**config.mk**
```make
export PLATFORM = sky130hd
export DESIGN_NAME = sample_team_proj_core
export DESIGN_NICKNAME = d
export VERILOG_FILES = /design/src/rtl/sample_team_proj_core.sv
export SDC_FILE = /design/constraint.sdc
export NUM_CORES = 1
export LEC_CHECK = 0
export ABC_AREA = 1
export ABC_CLOCK_PERIOD_IN_PS = 2100
export BUFFER_PORTS_ARGS = -buffer_cell sky130_fd_sc_hd__buf_2
export CAP_MARGIN = 25
export CORE_UTILIZATION = 40
export DETAILED_ROUTE_END_ITERATION = 7
export PLACE_DENSITY = 0.55
export REMOVE_ABC_BUFFERS = 1
export SLEW_MARGIN = 0
export SYNTH_ARGS = -nofsm -noshare
export SYNTH_HDL_FRONTEND = slang
export SYNTH_SLANG_ARGS = --single-unit
```
**constraint.sdc**
```tcl
create_clock -name clk -period 2.1 [get_ports clk]
set_input_delay 0.42 -clock clk [delete_from_list [all_inputs] [get_ports clk]]
set_output_delay 0.42 -clock clk [all_outputs]
set_load 0.005 [all_outputs]
```
**src/rtl/sample_team_proj_core.sv**
```systemverilog
// Walking one-hot GPIO sequencer: advances one bit every prescaler milliseconds,
// pauses on stop, and pulses done when the pattern wraps from the top bit back to bit 0.
module sample_team_proj_core #(
  parameter int unsigned CLK_PER_MS = 10000,
  parameter int unsigned NGPIO      = 34
) (
  input  logic             clk,
  input  logic             nrst,
  input  logic             en,
  input  logic             stop,
  input  logic [13:0]      prescaler,
  output logic [NGPIO-1:0] gpio,
  output logic             done,
  output logic             busy
);

  localparam int unsigned PW = 14;
  localparam int unsigned CW = (CLK_PER_MS > 1) ? $clog2(CLK_PER_MS) : 1;
  localparam logic [CW-1:0] CYC_LAST = CW'(CLK_PER_MS - 1);

  typedef enum logic [1:0] {
    S_IDLE  = 2'd0,
    S_RUN   = 2'd1,
    S_PAUSE = 2'd2
  } state_e;

  state_e           r_state;
  state_e           w_state_nxt;
  logic [CW-1:0]    r_cyc;
  logic [CW-1:0]    w_cyc_nxt;
  logic [PW-1:0]    r_ms;
  logic [PW-1:0]    w_ms_nxt;
  logic [PW-1:0]    r_period;
  logic [PW-1:0]    w_period_nxt;
  logic [NGPIO-1:0] r_gpio;
  logic [NGPIO-1:0] w_gpio_nxt;
  logic             r_done;
  logic             w_done_nxt;
  logic             r_busy;
  logic             w_busy_nxt;

  logic w_active;
  logic w_count;
  logic w_wrap;
  logic w_step;
  logic w_pre_zero;

  // Counting happens only on enabled, un-stopped edges, so paused cycles are the only ones lost.
  assign w_active   = (r_state != S_IDLE);
  assign w_count    = w_active && en && !stop;
  assign w_wrap     = (r_cyc == CYC_LAST);
  assign w_step     = w_count && w_wrap && (r_ms == (r_period - PW'(1)));
  assign w_pre_zero = (prescaler == '0);

  always_ff @(posedge clk or negedge nrst) begin
    if (!nrst) begin
      r_state <= S_IDLE;
    end else begin
      r_state <= w_state_nxt;
    end
  end

  // Next state: en=0 wins over stop and over a due step.
  always_comb begin
    w_state_nxt = r_state;
    case (r_state)
      S_IDLE: begin
        if (en && !w_pre_zero) w_state_nxt = S_RUN;
      end
      S_RUN: begin
        if (!en)                     w_state_nxt = S_IDLE;
        else if (stop)               w_state_nxt = S_PAUSE;
        else if (w_step && w_pre_zero) w_state_nxt = S_IDLE;
      end
      S_PAUSE: begin
        if (!en) begin
          w_state_nxt = S_IDLE;
        end else if (!stop) begin
          w_state_nxt = (w_step && w_pre_zero) ? S_IDLE : S_RUN;
        end
      end
      default: w_state_nxt = S_IDLE;
    endcase
  end

  // Next datapath values; a step relatches prescaler so changes apply from the next bit on.
  always_comb begin
    w_cyc_nxt    = r_cyc;
    w_ms_nxt     = r_ms;
    w_period_nxt = r_period;
    w_gpio_nxt   = r_gpio;
    w_done_nxt   = 1'b0;
    if (r_state == S_IDLE) begin
      w_cyc_nxt    = '0;
      w_ms_nxt     = '0;
      w_period_nxt = '0;
      w_gpio_nxt   = '0;
      if (en && !w_pre_zero) begin
        w_gpio_nxt   = NGPIO'(1);
        w_period_nxt = prescaler;
      end
    end else if (!en) begin
      w_cyc_nxt    = '0;
      w_ms_nxt     = '0;
      w_period_nxt = '0;
      w_gpio_nxt   = '0;
    end else if (w_count) begin
      if (!w_wrap) begin
        w_cyc_nxt = r_cyc + CW'(1);
      end else begin
        w_cyc_nxt = '0;
        if (!w_step) begin
          w_ms_nxt = r_ms + PW'(1);
        end else begin
          w_ms_nxt     = '0;
          w_period_nxt = prescaler;
          if (w_pre_zero) begin
            w_gpio_nxt = '0;
          end else begin
            w_gpio_nxt = {r_gpio[NGPIO-2:0], r_gpio[NGPIO-1]};
            w_done_nxt = r_gpio[NGPIO-1];
          end
        end
      end
    end
    w_busy_nxt = (w_state_nxt != S_IDLE);
  end

  always_ff @(posedge clk or negedge nrst) begin
    if (!nrst) begin
      r_cyc    <= '0;
      r_ms     <= '0;
      r_period <= '0;
      r_gpio   <= '0;
      r_done   <= 1'b0;
      r_busy   <= 1'b0;
    end else begin
      r_cyc    <= w_cyc_nxt;
      r_ms     <= w_ms_nxt;
      r_period <= w_period_nxt;
      r_gpio   <= w_gpio_nxt;
      r_done   <= w_done_nxt;
      r_busy   <= w_busy_nxt;
    end
  end

  assign gpio = r_gpio;
  assign done = r_done;
  assign busy = r_busy;

endmodule

```
# Word-level counts from Yosys, hierarchy flattened
# Cells that the tools add are included.
word_totals:
  wordCells: 67
  regBits: 80
  inputBits: 18
  out_inout_bits: 36
classes:
  add_sub_neg: 3
  n_eq_ne: 7
  n_reduce_logical: 14
  muxes: 36
ops:
  columns: ["op", "n"]
  rows:
  - ["14-bit 2-to-1 mux", 15]
  - ["34-bit 2-to-1 mux", 6]
  - ["14-bit by 1-bit adder with 14-bit output, second input constant", 2]
  - ["14-bit equality test", 1]
  - ["14-bit equality test, second input constant", 1]
  - ["14-bit zero test", 1]
  - ["14-bit by 1-bit subtractor with 14-bit output, second input constant", 1]
  - ["2-bit 2-to-1 mux", 6]
  - ["3-bit by 1-bit inequality test with 1-bit output, second input constant", 3]
  - ["1-bit 2-to-1 mux", 8]
  - ["1-bit logical AND", 6]
  - ["2-bit case mux with 3 select lines", 1]
  - ["2-bit nonzero test", 2]
  - ["3-bit AND reduction", 1]
  - ["2-bit by 1-bit equality test with 1-bit output, second input constant", 1]
  - ["2-bit equality test, second input constant", 1]
  - ["1-bit zero test", 2]
  - ["2-bit zero test", 1]
  - ["2-bit AND reduction", 1]

# Logic depth before layout (Yosys ltp)
# Gate-level depths: netlist of the first run.
logic_depth:
  ltp_word: 11
  depth_mapped: 16
  ltp_nobuf: 15

# Least setup slack after synthesis of the first run
# Ideal clock, no wire load.
synth_path:
  kind: "register to register"
  start: "reg r_period[0]"
  end: "reg r_period[10]"
  required_ns: 1.983
  setup_time_ns: 0.117
  path_stages_with_launch: 16
  path_slack_ns: 0.126
  path_buffers: 2
  arrival_time_ns: 1.857
  period_less_slack_ns: 1.974
  path_cell_list: "dfrtp_1 > inv_1 > ha_1 > nand2_1 > nor2_2 > nand2_1 > nand2_1 > nand2_1 > nor2_1 > nand2_1 > nor2_1 > nand2_2 > buf_6 > buf_6 > nand3_1 > nand2_1"
synth_between:
  elab_chain_cells: 5
synth_rtl:
  columns: ["item", "line_no", "text"]
  rows:
  - ["start, declared", "33", "logic [PW-1:0] r_period;"]
  - ["start signal, assigned", "140", "r_period <= w_period_nxt;"]
  - ["14-bit by 1-bit subtractor with 14-bit output", "52", "assign w_step = w_count && w_wrap && (r_ms == (r_period - PW'(1)));"]
  - ["14-bit equality test", "52", null]
  - ["1-bit logical AND", "52", null]
  - ["3-bit by 1-bit inequality test with 1-bit output (no line)", null, null]
  - ["3-bit AND reduction (no line)", null, null]
# Every way passes these cells.
# A chain may end at the register's enable or synchronous reset.

# Worst setup path in the final report of the first run
layout_path:
  start: "reg r_period[1]"
  end: "reg r_gpio[30], in the netlist gpio[30]"
layout_between:
  elab_chain_cells: 5
layout_rtl:
  columns: ["item", "line_no", "text"]
  rows:
  - ["14-bit by 1-bit subtractor with 14-bit output", "52", null]
  - ["14-bit equality test", "52", null]
  - ["1-bit logical AND", "52", null]
  - ["3-bit by 1-bit inequality test with 1-bit output (no line)", null, null]
  - ["3-bit AND reduction (no line)", null, null]
  - ["end signal, assigned", "141", "r_gpio <= w_gpio_nxt;"]
  - ["end, declared", "35", "logic [NGPIO-1:0] r_gpio;"]
# Every way passes these cells.

==> results_dict.tcl, run 1 <==
set metrics [dict create \
    status "finished with violations" \
    violations "negative setup slack" \
    worst_ir_drop_vdd_mv 0.353 \
    path_cells "inv_2, ha_4, inv_2, nand2_2, nand3_2, nor2_4, nand3_2, nor2_2, nand2_2, nor2_4, nand2_4, nand2_8, clkbuf_16, nand2_2, nand2_1" \
    area_growth_pct 44.5 \
    r2r-end "gpio[30]$_DFFE_PN0P_" \
    dp_hpwl_um 8450 \
    cts_tree "yes" \
    yosysSeqAreaShare_pct 43.2 \
    clock_sinks 80 \
    final_util_pct 60.4 \
    path_buf_inv 3 \
    rsz0062_at_grt "true" \
    drive_gt1_share_pct 36.7 \
    syn_inst 676 \
    worstPathMaxFanout 6 \
    rows 38 \
    max_slew_margin_pct 69.8 \
    hold_start "prescaler[4]" \
    r2r_slack_ns -0.05 \
    fin_crit_ns 2.15 \
    initial_utilization_pct 41.8 \
    ys_warn_count 0 \
    clk_pin_slew_worst_paths_ns 0.06 \
    yosysTopAreaCellShare_pct 43.2 \
    worstSetupEndpointType "flop" \
    crit_slowest_cell "dfrtp_1" \
    ios 54 \
    whs_path_depth 5 \
    die_area_um2 12000 \
    crit_top_cell "nand2_2" \
    arrival_ns 2.43 \
    synth_area_um2 4630 \
    gp_congestion 0.834 \
    wl_per_cell_um 13.9 \
    synth_common_cells "nand2_1, inv_1, nor2_1" \
    r2r_start "r_period[1]$_DFFE_PN0P_" \
    synth.most_common_cell "nand2_1" \
    fin_ws_ns -0.0499 \
    maxSlewViolCount 0 \
    viasPerCell 4.96 \
    yosys.area_share.xor_xnor_pct 3.13 \
    critPathRequiredTime_ns 2.38 \
    die_h_um 110 \
    holdCritPathClass "input pin to flop" \
    synthFlopType "dfrtp_1" \
    fin_setup_tns_ns -1.40 \
    cpPeakStageDelay_ns 0.40 \
    yosys_register_bits 80 \
    synth_edf_count 0 \
    cts_made_buffers 9 \
    die-width_um 110 \
    gr-total-overflow 0 \
    grt_pass1_wl_um 20000 \
    power_leakage_uw 0.00342 \
    ant_nets 0 \
    grt_use_total_pct 21.7 \
    worst_pin_slew_ns 0.453 \
    startpoint_type "flop" \
    fin_crit_sh_pct 102 \
    synth-compound-area-share_pct 3.89 \
    insertion_delay_ns 0.35 \
    yosysUniqueCellTypes 30 \
    synthMuxAreaShare_pct 0 \
    max-clock-path-buffers 2 \
    synth_top_family_by_area "simple AND/OR/NAND/NOR gates" \
    grt_max_degree 42 \
    cts_root_buf "clkbuf_16" \
    reg2reg_depth 15 \
    p_per_area_nw_per_um2 650 \
    antenna_found_initial 0 \
    final_nets 818 \
    synth_area_per_cell_um2 6.86 \
    htreeDepth 3 \
    yosysTopAreaCell "dfrtp_1" \
    synthAdderAreaFrac_pct 0.810 \
    diodes 0 \
    finalSetupViolCount 46 \
    num_vias 4669 \
    pre_cts_slack_ns -0.124 \
    io_buffers 53 \
    min_to "r_period[4]$_DFFE_PN0P_" \
    fmax_ghz 0.465 \
    maxCapViolations 0 \
    hold_ws_ns 0.366 \
    grt_pass1_vias 4083 \
    synthArstFlopShare_pct 100 \
    drt_pass1_iterations 5 \
    synthTopCellsByArea "dfrtp_1, nand2_1, inv_1, nand3_1, nor2_1" \
    drt-initial-drc-count 201 \
    postRouteWirelength_um 13100 \
    core_um2 11100 \
    drc 0 \
    yosys.area_share.simple_pct 37.7 \
    hold_viol 0 \
    worstSetupPathType "flop to flop" \
    fin_worst_skew_ns 0.00616 \
    cp_top_family "simple AND/OR/NAND/NOR gates" \
]
==> stage by stage <==
stage | total power (uW) | cells | area [um^2]
3_3_place_gp | 2430 | 905 | 5460
2_1_floorplan | 2060 | 651 | 4500
6_report | 4360 | 942 | 6700
5_1_grt | 4570 | 942 | 6700
4_1_cts | 4130 | 931 | 5930
3_5_place_dp | 2440 | 905 | 5460
==> report_power, final <==
| part | leakage (uW) | total (uW) | internal [uW] | switching, uW |
|---|---|---|---|---|
| sequential | 0.00109 | 1670 | 1600 | 67.5 |
| clock | 0.000148 | 1620 | 981 | 642 |
| combinational | 0.00218 | 1070 | 465 | 600 |
==> cells in the final DEF, fill, tap and decap left out, types with 8 or more instances in the layout <==
master       n
nor2_4      16
nor2_1      67
dfrtp_1     76
a21oi_1     17
xor2_1       8
buf_4       62
inv_1       98
nor3_1      11
nand3_1     71
nand4_1      9
nand2_4     26
nand2_2     52
buf_2       52
clkbuf_16   14
nand2_1    126
nor2_2      15
==> kinds of logic (layout without fill, tap and decap cells) <==
| group | Yosys count | after routing |
|---|---|---|
| simple gates | 416 | 417 |
| buf+inv | 129 | 254 |
| flops | 80 | 80 |
| compound gates | 33 | 33 |
| xor+xnor | 15 | 15 |
| fa+ha+maj | 3 | 3 |
==> final cells by class <==
type / instances / area, um^2
tap: 140 / 175
sequential: 80 / 2010
timing repair buffer: 134 / 1090
fill: 1042 / 4380
clock buffer: 11 / 253
multi-input combinational: 468 / 2730
clock inverter: 5 / 55.1
inverter: 104 / 390
==> metal layers <==
| metal | vias up | track usage (%) | part of all wire [%] |
|---|---|---|---|
| met5 | - | 0 | 0 |
| li1 | 2332 | - | - |
| met3 | 17 | 5.22 | 4.1 |
| met2 | 85 | 33.1 | 47 |
| met4 | 0 | 6.29 | 1.5 |
| met1 | 2235 | 30.6 | 47 |
==> flip-flops by register name (all words and copies together) (netlist names) <==
signal,flops
gpio,34
r_cyc,14
r_ms,14
r_state,2
r_period,14
done,1
busy,1
==> tightest hold or removal path: stages <==
cell	delay [ns]
buf_2	0.09
nand2_1	0.04
inv_1	0.04
nand2_1	0.04
nand2_1	0.05
==> how the worst max path moves through the flow <==
stage	startpoint	to	slack [ns]	cells after the start
floorplan	en	r_ms[0]$_DFFE_PN0P_	-0.98	11
global placement	r_period[0]$_DFFE_PN0P_	r_ms[0]$_DFFE_PN0P_	-0.08	13
detailed placement	r_period[0]$_DFFE_PN0P_	r_ms[0]$_DFFE_PN0P_	-0.12	13
CTS	r_period[0]$_DFFE_PN0P_	gpio[4]$_DFFE_PN0P_	-0.005	16
global route	r_period[2]$_DFFE_PN0P_	gpio[30]$_DFFE_PN0P_	-0.18	15
finish	r_period[1]$_DFFE_PN0P_	gpio[30]$_DFFE_PN0P_	-0.05	15
==> repair_timing <==
item                                    CTS  global route
pin swaps                                 6            41
endpoints found under the setup margin   62            69
buffers inserted                          9             5
resized for setup                        21           176
hold buffers                              1             0
gates cloned                              1             7
endpoints found under the hold margin    24             0
Note: power is estimated with default switching activity, not from simulation.
==> run 2, diff against run 1 <==
- CTS_BUF_LIST: not set -> sky130_fd_sc_hd__clkbuf_8
==> run 2 against run 1 <==
The run still ends with negative setup slack left. Clock power fell by 26%. Global-route usage about the same. Via count decreased by 1.3%. Fmax rose by 2.3%. Worst hold slack worse by 0.032 ns. Sequential share of layout area rose by 1.6 points. Cell count grew 0.21%. Non-clock buffer count rose by 3. Clock-buffer cell count stayed put. Clock skew rose by 0.0010 ns. Sequential power about the same. Critical path type unchanged.
==> results_dict.tcl, run 2 (synthesis gave the netlist of run 1 again) <==
set metrics [dict create \
    hold_viol 0 \
    p_int_uw 2650 \
    fin_crit_ns 2.10 \
    clk_pin_slew_worst_paths_ns 0.08 \
    arrival_ns 2.41 \
    gr-total-overflow 0 \
    post-route-cell-area_um2 6370 \
    worst_pin_slew_ns 0.481 \
    maxCapViolations 0 \
    viasPerCell 4.88 \
    combPwrFrac_pct 25.8 \
    final_nets 820 \
    clock_power_share_pct 31.1 \
    final_common_cell "nand2_1" \
    core_um2 11100 \
    antenna_found_initial 0 \
    fin_total_pwr_uw 3860 \
    cts_made_buffers 9 \
    holdCritPathClass "input pin to flop" \
    maxSlewViolCount 0 \
    critPathRequiredTime_ns 2.41 \
    rows 38 \
    htreeDepth 3 \
    fillCellCount 1081 \
    ant_nets 0 \
    worstSetupPathType "flop to flop" \
    drt_pass1_iterations 4 \
    drive_gt1_share_pct 30.0 \
    p_per_area_nw_per_um2 606 \
    wl_per_cell_um 13.6 \
    worstPathMaxFanout 10 \
    worst_ir_drop_vdd_mv 0.346 \
    final_cell_mix "nand2_1, inv_1, nor2_1, dfrtp_1, nand3_1" \
    die_h_um 110 \
    grt_max_degree 42 \
    cts_tree "yes" \
    dp_hpwl_um 8450 \
    violations "negative setup slack" \
    initial_utilization_pct 41.8 \
    drt-initial-drc-count 270 \
    rsz0062_at_grt "true" \
    gp_congestion 0.834 \
    power_leakage_uw 0.00331 \
    clock_sinks 80 \
    cts_root_buf "clkbuf_8" \
    postRouteWirelength_um 12800 \
    startpoint_type "flop" \
    die-width_um 110 \
    fin_crit_sh_pct 100 \
    place_area_um2 5460 \
    grt_pass1_vias 4084 \
    fin_worst_skew_ns 0.00720 \
    switching_share_pct 31.3 \
    num_vias 4607 \
    worstSetupEndpointType "flop" \
    fmax_ghz 0.476 \
    largest_reg_flops 34 \
    status "finished with violations" \
    hold_ws_ns 0.334 \
    die_area_um2 12000 \
    grt_use_total_pct 21.7 \
    area_growth_pct 37.4 \
    ios 54 \
    p_seq_share_pct 43.2 \
    grt_pass1_wl_um 20000 \
    drc 0 \
    max_slew_margin_pct 67.7 \
    diodes 0 \
    io_buffers 53 \
    max-clock-path-buffers 2 \
    insertion_delay_ns 0.37 \
    p_sw_uw 1210 \
    fin_ws_ns -0.00168 \
    finalSetupViolCount 2 \
]
==> run 2: cell types whose count changed in the layout (fill, tap and decap cells not counted), moves of 5 or more <==
cell / change
clkbuf_16: -8
clkbuf_8: +9
nand2_1: +49
nand2_2: -32
nand2_4: -17
nand3_1: -9
nand3_2: +9
nor2_1: +9
nor2_4: -5
==> run 2: timing repair <==
item	in CTS	in global routing
setup endpoints to repair	62	69
resized for setup	23	100
cloned	1	6
pin swaps	5	43
hold buffers	1	0
buffers inserted	9	10
endpoints found under the hold margin	24	0
==> run 2: worst max-delay path, stage by stage, from the launching register on <==
cell and delay, ns:
dfrtp_2 0.46, nor2_2 0.16, nand2_4 0.10, nor2_4 0.12
buf_6 0.11, nand2_1 0.05, nand2_1 0.07, nand2_1 0.08
nor2_1 0.10, nand2_1 0.09, nor2_4 0.14, nand2_4 0.10
nand2_8 0.17, clkbuf_16 0.19, nand2_1 0.05, nand2_1 0.06
==> run 2: final timing paths <==
check / startpoint / end / slack [ns] / depth (start not counted)
max reg2reg: r_period[2]$_DFFE_PN0P_ / gpio[1]$_DFFE_PN0P_ / -0.002 / 15
max: r_period[2]$_DFFE_PN0P_ / gpio[1]$_DFFE_PN0P_ / -0.002 / 15
min in group asynchronous: nrst / r_cyc[10]$_DFFE_PN0P_ / 0.50 / 2
max in group asynchronous: nrst / r_ms[12]$_DFFE_PN0P_ / 1.07 / 3
min: prescaler[5] / r_period[5]$_DFFE_PN0P_ / 0.33 / 5
min reg2reg: r_state[0]$_DFF_PN0_ / r_state[1]$_DFF_PN0_ / 0.51 / 1
==> run 2: per-stage QoR <==
step	setup slack [ns]	util [%]	setup TNS [ns]	cells
after floorplan	-0.980	-	-58.42	651
after global placement	-0.0782	49.2	-1.46	905
after detailed placement	-0.124	49.2	-3.73	905
after CTS	0.0000466	52.7	0	932
after global routing	-0.191	57.5	-9.58	944
final	-0.00168	57.5	-0.00234	944
==> run 2: layer usage <==
| metal | part of all wire [%] | vias to the layer above | GRT usage (%) | wire length (um) |
|---|---|---|---|---|
| li1 | - | 2336 | - | - |
| met3 | 4.4 | 11 | 4.27 | 566 |
| met5 | 0 | - | 0 | 0 |
| met2 | 46 | 88 | 33.0 | 5960 |
| met1 | 48 | 2172 | 30.8 | 6150 |
| met4 | 1.3 | 0 | 7.43 | 161 |
==> run 2: power groups by stage <==
stage	Sequential, uW	Combinational (uW)	Clock (uW)
2_1_floorplan	1670	389	0
3_3_place_gp	1680	746	0
3_5_place_dp	1680	755	0
4_1_cts	1650	810	1240
5_1_grt	1670	1100	1310
6_report	1660	994	1200
==> run 2: layout make-up <==
type	count	area (um^2)	share of cell area, %
Clock buffer	11	151	2.38
Inverter	104	390	6.13
Sequential cell	80	2010	31.6
Tap cell	140	175	2.75
Timing Repair Buffer	137	1140	17.8
Multi-Input combinational cell	467	2450	38.5
Clock inverter	5	55.1	0.864
